### src/rtl/bios_loader.sv
// bios_loader: byte-command loader between the host UART AXI-Stream pair
// and the core's RAM port. Decodes address/burst/byte-write/read commands,
// pulses the core reset, and finally releases the core by going inert.

module bios_loader #(
    parameter int ADDR_WIDTH   = 32,
    parameter int DATA_WIDTH   = 32,
    parameter int READ_LATENCY = 1,
    parameter int RST_CYCLES   = 16,
    parameter int ACK_EN       = 1
) (
    input  logic                      clk,
    input  logic                      rst_n,
    input  logic                      clk_en,
    output logic                      o_rst,
    output logic                      o_booted,
    output logic                      o_read_req,
    output logic [ADDR_WIDTH-1:0]     o_read_addr,
    input  logic [DATA_WIDTH-1:0]     i_read_data,
    output logic                      o_write_enable,
    output logic [DATA_WIDTH/8-1:0]   o_byte_enable,
    output logic [ADDR_WIDTH-1:0]     o_write_addr,
    output logic [DATA_WIDTH-1:0]     o_write_data,
    input  logic [7:0]                i_data,
    input  logic                      i_valid,
    output logic                      o_in_ready,
    output logic [7:0]                o_data,
    output logic                      o_valid,
    input  logic                      i_out_ready
);

    localparam int BPW        = DATA_WIDTH / 8;
    localparam int ADDR_BYTES = (ADDR_WIDTH + 7) / 8;
    localparam int ARG_W      = ADDR_BYTES * 8;
    localparam int LANE_BITS  = (BPW > 1) ? $clog2(BPW) : 1;
    localparam int CNT_W      = 16;
    localparam int RST_W      = (RST_CYCLES > 1) ? $clog2(RST_CYCLES) : 1;

    localparam logic [ADDR_WIDTH-1:0] ALIGN_MASK = ADDR_WIDTH'(BPW - 1);
    localparam logic [ADDR_WIDTH-1:0] WORD_STEP  = ADDR_WIDTH'(BPW);

    localparam logic [7:0] OP_NOP      = 8'h00;
    localparam logic [7:0] OP_BOOT     = 8'h01;
    localparam logic [7:0] OP_RST      = 8'h02;
    localparam logic [7:0] OP_SET_ADDR = 8'h03;
    localparam logic [7:0] OP_WR_BURST = 8'h04;
    localparam logic [7:0] OP_RD_BURST = 8'h05;
    localparam logic [7:0] OP_WR_BYTE  = 8'h06;

    typedef enum logic [3:0] {
        S_IDLE,
        S_ARG_ADDR,
        S_ARG_CNT,
        S_WR_DATA,
        S_WR_COMMIT,
        S_RD_REQ,
        S_RD_WAIT,
        S_RD_SEND,
        S_RST_PULSE,
        S_ACK,
        S_BOOTED
    } state_t;

    // Where a command lands once it is complete: the ack byte, or straight back to idle.
    localparam state_t DONE_STATE = (ACK_EN != 0) ? S_ACK : S_IDLE;

    state_t                 r_state,     w_state_nxt;
    logic [ADDR_WIDTH-1:0]  r_addr,      w_addr_nxt;
    logic [ARG_W-1:0]       r_arg,       w_arg_nxt;
    logic [DATA_WIDTH-1:0]  r_buf,       w_buf_nxt;
    logic [7:0]             r_cmd,       w_cmd_nxt;
    logic [CNT_W-1:0]       r_cnt,       w_cnt_nxt;
    logic [8:0]             r_words,     w_words_nxt;
    logic [2:0]             r_wait,      w_wait_nxt;
    logic [RST_W-1:0]       r_rst_cnt,   w_rst_cnt_nxt;
    logic                   r_ack_err,   w_ack_err_nxt;
    logic                   r_boot_pend, w_boot_pend_nxt;

    logic [ADDR_WIDTH-1:0]  w_aligned;
    logic [LANE_BITS-1:0]   w_lane;

    assign w_aligned = r_addr & ~ALIGN_MASK;
    assign w_lane    = (BPW > 1) ? r_addr[LANE_BITS-1:0] : '0;

    // State and datapath registers; everything freezes while clk_en is low.
    always_ff @(posedge clk or negedge rst_n) begin
        if (!rst_n) begin
            r_state     <= S_IDLE;
            r_addr      <= '0;
            r_arg       <= '0;
            r_buf       <= '0;
            r_cmd       <= '0;
            r_cnt       <= '0;
            r_words     <= '0;
            r_wait      <= '0;
            r_rst_cnt   <= '0;
            r_ack_err   <= 1'b0;
            r_boot_pend <= 1'b0;
        end else if (clk_en) begin
            r_state     <= w_state_nxt;
            r_addr      <= w_addr_nxt;
            r_arg       <= w_arg_nxt;
            r_buf       <= w_buf_nxt;
            r_cmd       <= w_cmd_nxt;
            r_cnt       <= w_cnt_nxt;
            r_words     <= w_words_nxt;
            r_wait      <= w_wait_nxt;
            r_rst_cnt   <= w_rst_cnt_nxt;
            r_ack_err   <= w_ack_err_nxt;
            r_boot_pend <= w_boot_pend_nxt;
        end
    end

    // Command decoder: next-state/datapath values and Moore-style outputs per state.
    always_comb begin
        w_state_nxt     = r_state;
        w_addr_nxt      = r_addr;
        w_arg_nxt       = r_arg;
        w_buf_nxt       = r_buf;
        w_cmd_nxt       = r_cmd;
        w_cnt_nxt       = r_cnt;
        w_words_nxt     = r_words;
        w_wait_nxt      = r_wait;
        w_rst_cnt_nxt   = r_rst_cnt;
        w_ack_err_nxt   = r_ack_err;
        w_boot_pend_nxt = r_boot_pend;

        o_in_ready      = 1'b0;
        o_valid         = 1'b0;
        o_data          = '0;
        o_read_req      = 1'b0;
        o_read_addr     = '0;
        o_write_enable  = 1'b0;
        o_byte_enable   = '0;
        o_write_addr    = '0;
        o_write_data    = '0;
        o_rst           = 1'b0;
        o_booted        = 1'b0;

        case (r_state)
            S_IDLE: begin
                o_in_ready = clk_en;
                if (i_valid && clk_en) begin
                    w_cmd_nxt     = i_data;
                    w_cnt_nxt     = '0;
                    w_ack_err_nxt = 1'b0;
                    case (i_data)
                        OP_NOP:      w_state_nxt = DONE_STATE;
                        OP_BOOT: begin
                            if (ACK_EN != 0) begin
                                w_boot_pend_nxt = 1'b1;
                                w_state_nxt     = S_ACK;
                            end else begin
                                w_state_nxt     = S_BOOTED;
                            end
                        end
                        OP_RST: begin
                            w_rst_cnt_nxt = '0;
                            w_state_nxt   = S_RST_PULSE;
                        end
                        OP_SET_ADDR: w_state_nxt = S_ARG_ADDR;
                        OP_WR_BURST: w_state_nxt = S_ARG_CNT;
                        OP_RD_BURST: w_state_nxt = S_ARG_CNT;
                        OP_WR_BYTE:  w_state_nxt = S_WR_DATA;
                        default: begin
                            if (ACK_EN != 0) begin
                                w_ack_err_nxt = 1'b1;
                                w_state_nxt   = S_ACK;
                            end
                        end
                    endcase
                end
            end

            S_ARG_ADDR: begin
                o_in_ready = clk_en;
                if (i_valid && clk_en) begin
                    w_arg_nxt = (r_arg >> 8) | (ARG_W'(i_data) << (ARG_W - 8));
                    if (r_cnt == CNT_W'(ADDR_BYTES - 1)) begin
                        w_addr_nxt  = w_arg_nxt[ADDR_WIDTH-1:0];
                        w_cnt_nxt   = '0;
                        w_state_nxt = DONE_STATE;
                    end else begin
                        w_cnt_nxt = r_cnt + CNT_W'(1);
                    end
                end
            end

            S_ARG_CNT: begin
                o_in_ready = clk_en;
                if (i_valid && clk_en) begin
                    w_words_nxt = (i_data == 8'h00) ? 9'd256 : {1'b0, i_data};
                    w_cnt_nxt   = '0;
                    w_state_nxt = (r_cmd == OP_RD_BURST) ? S_RD_REQ : S_WR_DATA;
                end
            end

            S_WR_DATA: begin
                o_in_ready = clk_en;
                if (i_valid && clk_en) begin
                    if (r_cmd == OP_WR_BYTE) begin
                        w_buf_nxt   = DATA_WIDTH'(i_data);
                        w_state_nxt = S_WR_COMMIT;
                    end else begin
                        w_buf_nxt = (r_buf >> 8) | (DATA_WIDTH'(i_data) << (DATA_WIDTH - 8));
                        if (r_cnt == CNT_W'(BPW - 1)) begin
                            w_cnt_nxt   = '0;
                            w_state_nxt = S_WR_COMMIT;
                        end else begin
                            w_cnt_nxt = r_cnt + CNT_W'(1);
                        end
                    end
                end
            end

            S_WR_COMMIT: begin
                o_write_enable = 1'b1;
                o_write_addr   = w_aligned;
                if (r_cmd == OP_WR_BYTE) begin
                    o_byte_enable = BPW'(1) << w_lane;
                    o_write_data  = DATA_WIDTH'(r_buf[7:0]) << {w_lane, 3'b000};
                    w_addr_nxt    = r_addr + ADDR_WIDTH'(1);
                    w_state_nxt   = DONE_STATE;
                end else begin
                    o_byte_enable = '1;
                    o_write_data  = r_buf;
                    w_addr_nxt    = r_addr + WORD_STEP;
                    w_words_nxt   = r_words - 9'd1;
                    w_state_nxt   = (r_words == 9'd1) ? DONE_STATE : S_WR_DATA;
                end
            end

            S_RD_REQ: begin
                o_read_req  = 1'b1;
                o_read_addr = w_aligned;
                w_wait_nxt  = '0;
                w_state_nxt = S_RD_WAIT;
            end

            S_RD_WAIT: begin
                if (r_wait == 3'(READ_LATENCY - 1)) begin
                    w_buf_nxt   = i_read_data;
                    w_cnt_nxt   = '0;
                    w_state_nxt = S_RD_SEND;
                end else begin
                    w_wait_nxt = r_wait + 3'd1;
                end
            end

            S_RD_SEND: begin
                o_valid = 1'b1;
                o_data  = r_buf[7:0];
                if (i_out_ready) begin
                    w_buf_nxt = r_buf >> 8;
                    if (r_cnt == CNT_W'(BPW - 1)) begin
                        w_cnt_nxt   = '0;
                        w_addr_nxt  = r_addr + WORD_STEP;
                        w_words_nxt = r_words - 9'd1;
                        w_state_nxt = (r_words == 9'd1) ? DONE_STATE : S_RD_REQ;
                    end else begin
                        w_cnt_nxt = r_cnt + CNT_W'(1);
                    end
                end
            end

            S_RST_PULSE: begin
                o_rst = 1'b1;
                if (r_rst_cnt == RST_W'(RST_CYCLES - 1)) begin
                    w_state_nxt = DONE_STATE;
                end else begin
                    w_rst_cnt_nxt = r_rst_cnt + RST_W'(1);
                end
            end

            S_ACK: begin
                o_valid = 1'b1;
                o_data  = r_ack_err ? 8'hEE : 8'hA5;
                if (i_out_ready) begin
                    w_state_nxt     = r_boot_pend ? S_BOOTED : S_IDLE;
                    w_boot_pend_nxt = 1'b0;
                end
            end

            S_BOOTED: begin
                o_booted = 1'b1;
            end

            default: begin
                w_state_nxt = S_IDLE;
            end
        endcase
    end

endmodule

### config.mk
export PLATFORM = sky130hd
export DESIGN_NAME = bios_loader
export DESIGN_NICKNAME = d
export VERILOG_FILES = /design/src/rtl/bios_loader.sv
export SDC_FILE = /design/constraint.sdc
export NUM_CORES = 1
export LEC_CHECK = 0
export CAP_MARGIN = 20
export CORE_MARGIN = 1
export CORE_UTILIZATION = 45
export DETAILED_ROUTE_END_ITERATION = 16
export GPL_ROUTABILITY_DRIVEN = 1
export PLACE_DENSITY = 0.74
export SLEW_MARGIN = 20
export SYNTH_ARGS = -nofsm -noshare
export SYNTH_HDL_FRONTEND = slang
export SYNTH_SLANG_ARGS = --single-unit
### constraint.sdc
create_clock -name clk -period 2.3 [get_ports clk]
set_input_delay 0.46 -clock clk [delete_from_list [all_inputs] [get_ports clk]]
set_output_delay 0.46 -clock clk [all_outputs]
set_load 0.01 [all_outputs]
# Word level (Yosys, flattened, before mapping)
# Cells that the tools add are included.
[word_totals] register_bits=142 in_bits=45 output_inout_bits=114 wordCells=156
[classes] addsub=6 eq_ne=39 n_shift=2 n_mux=69 n_bitwise=3 reduce_logical=26
[op_table] cell="$mux 32" n=13
[op_table] cell="$pmux 32 s3" n=2
[op_table] cell="$mux 16" n=7
[op_table] cell="$mux 4" n=21
[op_table] cell="$pmux 16 s5" n=1
[op_table] cell="$or 24x32->32" n=2
[op_table] cell="$mux 9" n=5
[op_table] cell="$pmux 4 s11" n=1
[op_table] cell="$eq 8x3->1 const B" n=5
[op_table] cell="$add 32x1->32 const B" n=1
[op_table] cell="$add 32x3->32 const B" n=1
[op_table] cell="$ne 2x2->1 const B" n=16
[op_table] cell="$shl 8x5->32" n=1
[op_table] cell="$pmux 9 s3" n=1
[op_table] cell="$add 16x1->16 const B" n=1
[op_table] cell="$eq 16x2->1 const B" n=1
[op_table] cell="$eq 4x3->1 const B" n=4
[op_table] cell="$eq 4x4->1 const B" n=4
[op_table] cell="$eq 8x2->1 const B" n=2
[op_table] cell="$pmux 4 s4" n=1
[op_table] cell="$pmux 8 s2" n=1
[op_table] cell="$reduce_and 5->1" n=3
[op_table] cell="$reduce_and 13->1" n=1
[op_table] cell="$reduce_and 6->1" n=2
[op_table] cell="29 further kinds" n=48

# Logic depth before layout (Yosys ltp)
[depth] depth_word=5 depth_mapped=10 mapped_depth_nobuf=7

# Worst setup path before layout
# Ideal clock, no wire load.
[synth_path] path_kind="register to output" startpoint="reg r_cmd[3]" endpoint="out o_write_data[14]" t_arrival_ps=2151 required_time_ps=1840 setup_slack_ps=-311 path_stages_with_launch=8 path_buffers=3 cell_sequence="dfrtp_1 -> or4b_1 -> clkbuf_1 -> nor2_1 -> clkbuf_1 -> buf_1 -> nand3_1 -> a21oi_1"
[synth_via] elab_chain_cells=3
[synth_lines] item="start: declaration" line_no="71" source="logic [7:0] r_cmd, w_cmd_nxt;"
[synth_lines] item="start signal: assignment" line_no="104" source="r_cmd <= w_cmd_nxt;"
[synth_lines] item="$eq 8x3->1" line_no="219" source="if (r_cmd == OP_WR_BYTE) begin"
[synth_lines] item="$mux 32" line_no="219"
[synth_lines] item="$mux 32" line_no="140" source="case (r_state)"
[synth_lines] item="end: declaration" line_no="23" source="output logic [DATA_WIDTH-1:0] o_write_data,"
# Every way passes these cells.

# Final worst setup path
[layout_path] startpoint="reg r_state[1]" endpoint="out o_write_data[25]"
[layout_via] elab_chain_cells=2
[layout_lines] item="start: declaration" line_no="67" source="state_t r_state, w_state_nxt;"
[layout_lines] item="start signal: assignment" line_no="100" source="r_state <= w_state_nxt;"
[layout_lines] item="$eq 4x3->1" line_no="140"
[layout_lines] item="$mux 32" line_no="140"
# Every way passes these cells.

==> results.txt <==
* Run status: finished, violations left
* Failing checks: negative setup slack
- Setup repair after global routing missed its margin: yes
- For this run, the post-layout net count is roughly 1500.
- After legalization and detailed placement, the total HPWL measured roughly 24000 um.
* Share of the synthesized area in compound gates (AO/OA/AOI/OAI): between 20% and 30%
- In this run the mean area of a mapped cell was between 8 and 9 um2.
* Final count of pins violating max slew: 0
- Synth Area in Simple Gates: 26.2%
- Relative to the synthesized area, the layout overhead comes to 81.8%.
- Final hold vios: 0
* Clock Sink Count: approximately 130
- Main flop type after synthesis: sky130_fd_sc_hd__dfrtp_1
- The first global-routing pass estimated approximately 60000 um of wire.
* CTS tree: yes
* Reg2Reg Launch Point: r_state[1]
- The worst hold path begins at r_arg[10].
* Hold-critical path endpoint: r_arg[10]
- Leakage Power: 6.91 nW
- Headroom to the max-slew limit came out at between 40 and 50%.
- Setup slack on the critical path of the routed design comes to -747 ps.
* First drt pass iteration count: 9
- Minimum period implied by the final worst setup slack: 3050 ps
- The H-tree was split into 4 levels.
- Max-cap violations in this run came to 0.
- Core outline area: roughly 19000 um2
- Register-to-Register Path Depth: 18
- Clock Skews: 23.4 ps
- Net switching power: approximately 5.7 mW
* Die width: about 140 um
- Remaining antenna violation count: 0
* Sequential-to-total area share from yosys stat: a little under two fifths
- Antenna Cells: 0
- Multiplexer cells account for about 4.2% of the synthesized area.
- No sink is reached through more buffers than the 2 on the longest clock path.
- Per report_power, the combinational group accounts for between 40% and 50% of the total.
- Data required, critical path: 1840 ps
* # IOs: ~160
* Number of buffer cells added on primary ports: about 150
* Total power divided by cell area: 846 nW/um2
- Total standard cell area after synthesis: between 8000 and 9000 um2
- Instance count of the mapped netlist: 1072
* Crit Path Category: reg -> out
* Routed via count divided by cell count: approximately 7.2
- Latest clock arrival within the worst-skew pair: 450 ps
- The clock network burns around 23% of the power.
- Once layout is done, the placed cells without fillers occupy around 16000 um2.
- Met3 Resource Use GR: roughly a tenth
- Effective utilization at floorplan: between 40% and 50%
- Switching part of the total power: about two fifths
- Slowest Stage Delay on Critical Path: 560 ps
- GR Util met2: 64.2%
- Non-Filler Instances: approximately 1700
- Power comes to 13.6 mW.
- Timing analysis after detailed placement gives a worst setup slack of -447 ps.
* Largest fanout on the critical path: 3
- DR DRC count: 0
* Iteration-0 DRC count of the detailed router: ~2000
* Cell count after placement: about 1600
- CP arrival: roughly 2600 ps
* Number of distinct library cells after synthesis: 77
- Dominant combinational cell family by area after synthesis: simple AND/OR/NAND/NOR gates
* Global-route layer with the greatest usage: met2
* Most numerous cell on the critical path: sky130_fd_sc_hd__buf_6
- After detailed routing, the average wire length per cell comes to between 20 and 30 um.
- Worst ir drop on vdd: between 700 and 800 uV
* Capture point of the worst reg-to-reg path: r_addr[0]
* CP Launch Type: flop
- The number of antenna violations at the first check in global routing came to 0.
- Number of CTS-inserted buffers: 17
- Overflow after GRT: 0
- Post-synthesis share of cell area spent on full adders, half adders and majority gates: around 1.6%
- Met1 demand-to-capacity share in global routing: between 40 and 50%
- Xor and xnor fraction of the mapped netlist area: less than 1%
- For the pin with the worst max-slew slack, the measured transition is between 800 and 900 ps.
- Internal power contribution: 7.90 mW
- During synthesis, Yosys emitted a total of 0 warnings.
- The layout has 842 filler cells.
* Number of cell rows: 50
* Endpoints failing setup: roughly 220
- Ys async rst share: 100%
- Cell-by-cell listing of the critical path: or4b_4 -> buf_6 -> nor4_4 -> buf_6 -> buf_6 -> buf_6 -> a22o_1 -> buf_2
* Instance count along the most critical hold path: 1
* CP Capture Type: primary output
- Largest net degree at the start of global routing: 47
- Chip height: approximately 140 um
- Total number of vias: ~13000
- Synthesis inferred about 130 register bits.
- Sequential cells account for 29.1% of the total power.
* Full die area: between 20000 and 25000 um2
- Number of synthesized flops with an enable pin: 0
- Root buffer cell: sky130_fd_sc_hd__clkbuf_16
- Worst setup slack for register-to-register paths: -730 ps
- Layout cells sized above 1: about 52%
- Peak clock frequency supported by timing: between 0.3 and 0.4 GHz
- The via count of the first global-routing pass was approximately 11000.
- Total wire length: around 52000 um
- Standard cell with the maximum stage delay on the critical path: sky130_fd_sc_hd__or4b_4
- Hold WS: ~510 ps
- Class of the tightest hold or removal check: reg -> reg
- Final cycle utilization of the critical path: 132%
- In this run the cell area measured after placement is 11900 um2.
- In the global route stage, overall resource usage came out at between 30% and 40%.
- Clock-pin slew was measured on the worst setup and hold paths at roughly 60 ps.
- Final estimated routing congestion in global placement: just under 1
## Yosys cell counts (7+ instances only)
library cell               number  area, um2
sky130_fd_sc_hd__mux2_2        32        360
sky130_fd_sc_hd__nor4_1        11       68.8
sky130_fd_sc_hd__a222oi_1      10        100
sky130_fd_sc_hd__buf_2         13       65.1
sky130_fd_sc_hd__nor3_1        25        125
sky130_fd_sc_hd__inv_1         20       75.1
sky130_fd_sc_hd__ha_1          11        138
sky130_fd_sc_hd__clkbuf_1      63        236
sky130_fd_sc_hd__nand2b_1      10       62.6
sky130_fd_sc_hd__a22o_1        19        166
sky130_fd_sc_hd__o21ai_1       27        135
sky130_fd_sc_hd__and4_1         7       61.3
sky130_fd_sc_hd__dfrtp_1      134       3350
sky130_fd_sc_hd__o21ai_0       69        345
sky130_fd_sc_hd__nand3_1       43        215
sky130_fd_sc_hd__nand2_1      110        413
sky130_fd_sc_hd__a22oi_1       28        210
sky130_fd_sc_hd__and3_1        11       68.8
sky130_fd_sc_hd__nand4_1       19        119
sky130_fd_sc_hd__a31oi_1       12       75.1
sky130_fd_sc_hd__a21oi_1       95        475
sky130_fd_sc_hd__and2_1        64        400
sky130_fd_sc_hd__nor2_1        91        342
sky130_fd_sc_hd__o31ai_1       20        150
## cells by family (layout without fill, tap and decap cells)
logic type	Yosys count	count (layout)
AOI/OAI and AO/OA	335	335
xor gates and xnor gates	10	10
adders and majority gates	11	11
buffers and inverters	105	516
DFF	134	134
muxes	33	33
other	1	4
and+or+nand+nor	443	443
## final cells by class
cell class / count / area [um2] / area share (%)
inverter: 21 / 88.8 / 0.554
timing repair buffer: 464 / 4900 / 30.6
sequential: 134 / 3350 / 20.9
tap: 260 / 325 / 2.03
clock inverter: 11 / 174 / 1.09
clock buffer: 20 / 457 / 2.85
multi-input combinational: 836 / 6720 / 42.0
## power groups by stage
stage / Sequential [mW] / Clock, mW / Combinational, mW
after floorplan: 3.53 / 0 / 2.16
after global placement: 3.67 / 0 / 3.96
after detailed placement: 3.70 / 0 / 4.03
after CTS: 3.69 / 2.98 / 4.86
after global routing: 3.95 / 3.14 / 6.70
final: 3.95 / 3.08 / 6.53
## worst max-delay path by stage
stage	slack, ps	from	endpoint	cells after the start
floorplan	-30	r_state[0]	o_write_data[10]	6
finish	-750	r_state[1]	o_write_data[25]	8
CTS	-620	r_cmd[5]	o_write_data[26]	8
global route	-780	r_state[0]	o_write_data[26]	8
detailed placement	-450	r_cmd[0]	o_write_data[5]	7
global placement	-420	r_cmd[0]	o_write_data[4]	7
## metal layers
| metal | share of wire [%] | vias to the layer above |
|---|---|---|
| met2 | 43 | 1434 |
| li1 | - | 4742 |
| met4 | 12 | 0 |
| met5 | 0 | - |
| met3 | 14 | 560 |
| met1 | 32 | 5807 |
## worst max-delay path: cells and delay by family, from the launching register on
family | cells | cell delay (ps)
simple gates | 2 | 950
flops | 1 | 420
compound gates | 1 | 120
buf+inv | 5 | 660
## flip-flops by register name, indices dropped and copies added (netlist names)
| signal | flops |
|---|---|
| r_wait | 3 |
| r_cmd | 8 |
| r_rst_cnt | 4 |
| r_boot_pend | 1 |
| r_ack_err | 1 |
| r_cnt | 16 |
| r_words | 9 |
| r_state | 4 |
| r_addr | 32 |
| r_buf | 32 |
| r_arg | 24 |
## metrics by stage
| stage | utilization [%] | TNS [ps] |
|---|---|---|
| 2_1_floorplan | - | -204 |
| 3_3_place_gp | 62.7 | -36330 |
| 3_5_place_dp | 62.7 | -41270 |
| 4_1_cts | 74.8 | -38920 |
| 5_1_grt | 84.5 | -102280 |
| 6_report | 84.5 | -97350 |
## what timing repair did
action,4_1_cts,5_1_grt
resized for setup,727,360
hold buffers,1,0
endpoints found under the setup margin,189,213
gates cloned,18,11
pin swaps,96,106
setup buffers,82,55
endpoints found under the hold margin,41,0
## cell usage in the layout (no fill, tap or decap), types with 27 or more instances in the layout
cell	netlist	final
sky130_fd_sc_hd__buf_4	4	145
sky130_fd_sc_hd__buf_6	1	142
sky130_fd_sc_hd__dfrtp_1	134	134
sky130_fd_sc_hd__nand2_1	110	89
sky130_fd_sc_hd__buf_2	13	61
sky130_fd_sc_hd__nor2_1	91	50
sky130_fd_sc_hd__a21oi_2	0	48
sky130_fd_sc_hd__clkdlybuf4s50_1	0	43
sky130_fd_sc_hd__a21oi_1	95	39
sky130_fd_sc_hd__nor2_4	0	34
sky130_fd_sc_hd__and2_1	64	33
sky130_fd_sc_hd__mux2_2	32	32
sky130_fd_sc_hd__buf_12	0	32
sky130_fd_sc_hd__and2_4	0	31
sky130_fd_sc_hd__o21ai_2	1	31
sky130_fd_sc_hd__o21ai_0	69	31
sky130_fd_sc_hd__nand3_1	43	29
sky130_fd_sc_hd__o21ai_1	27	27
sky130_fd_sc_hd__clkbuf_16	0	27
Note: power is estimated with default switching activity, not from simulation.
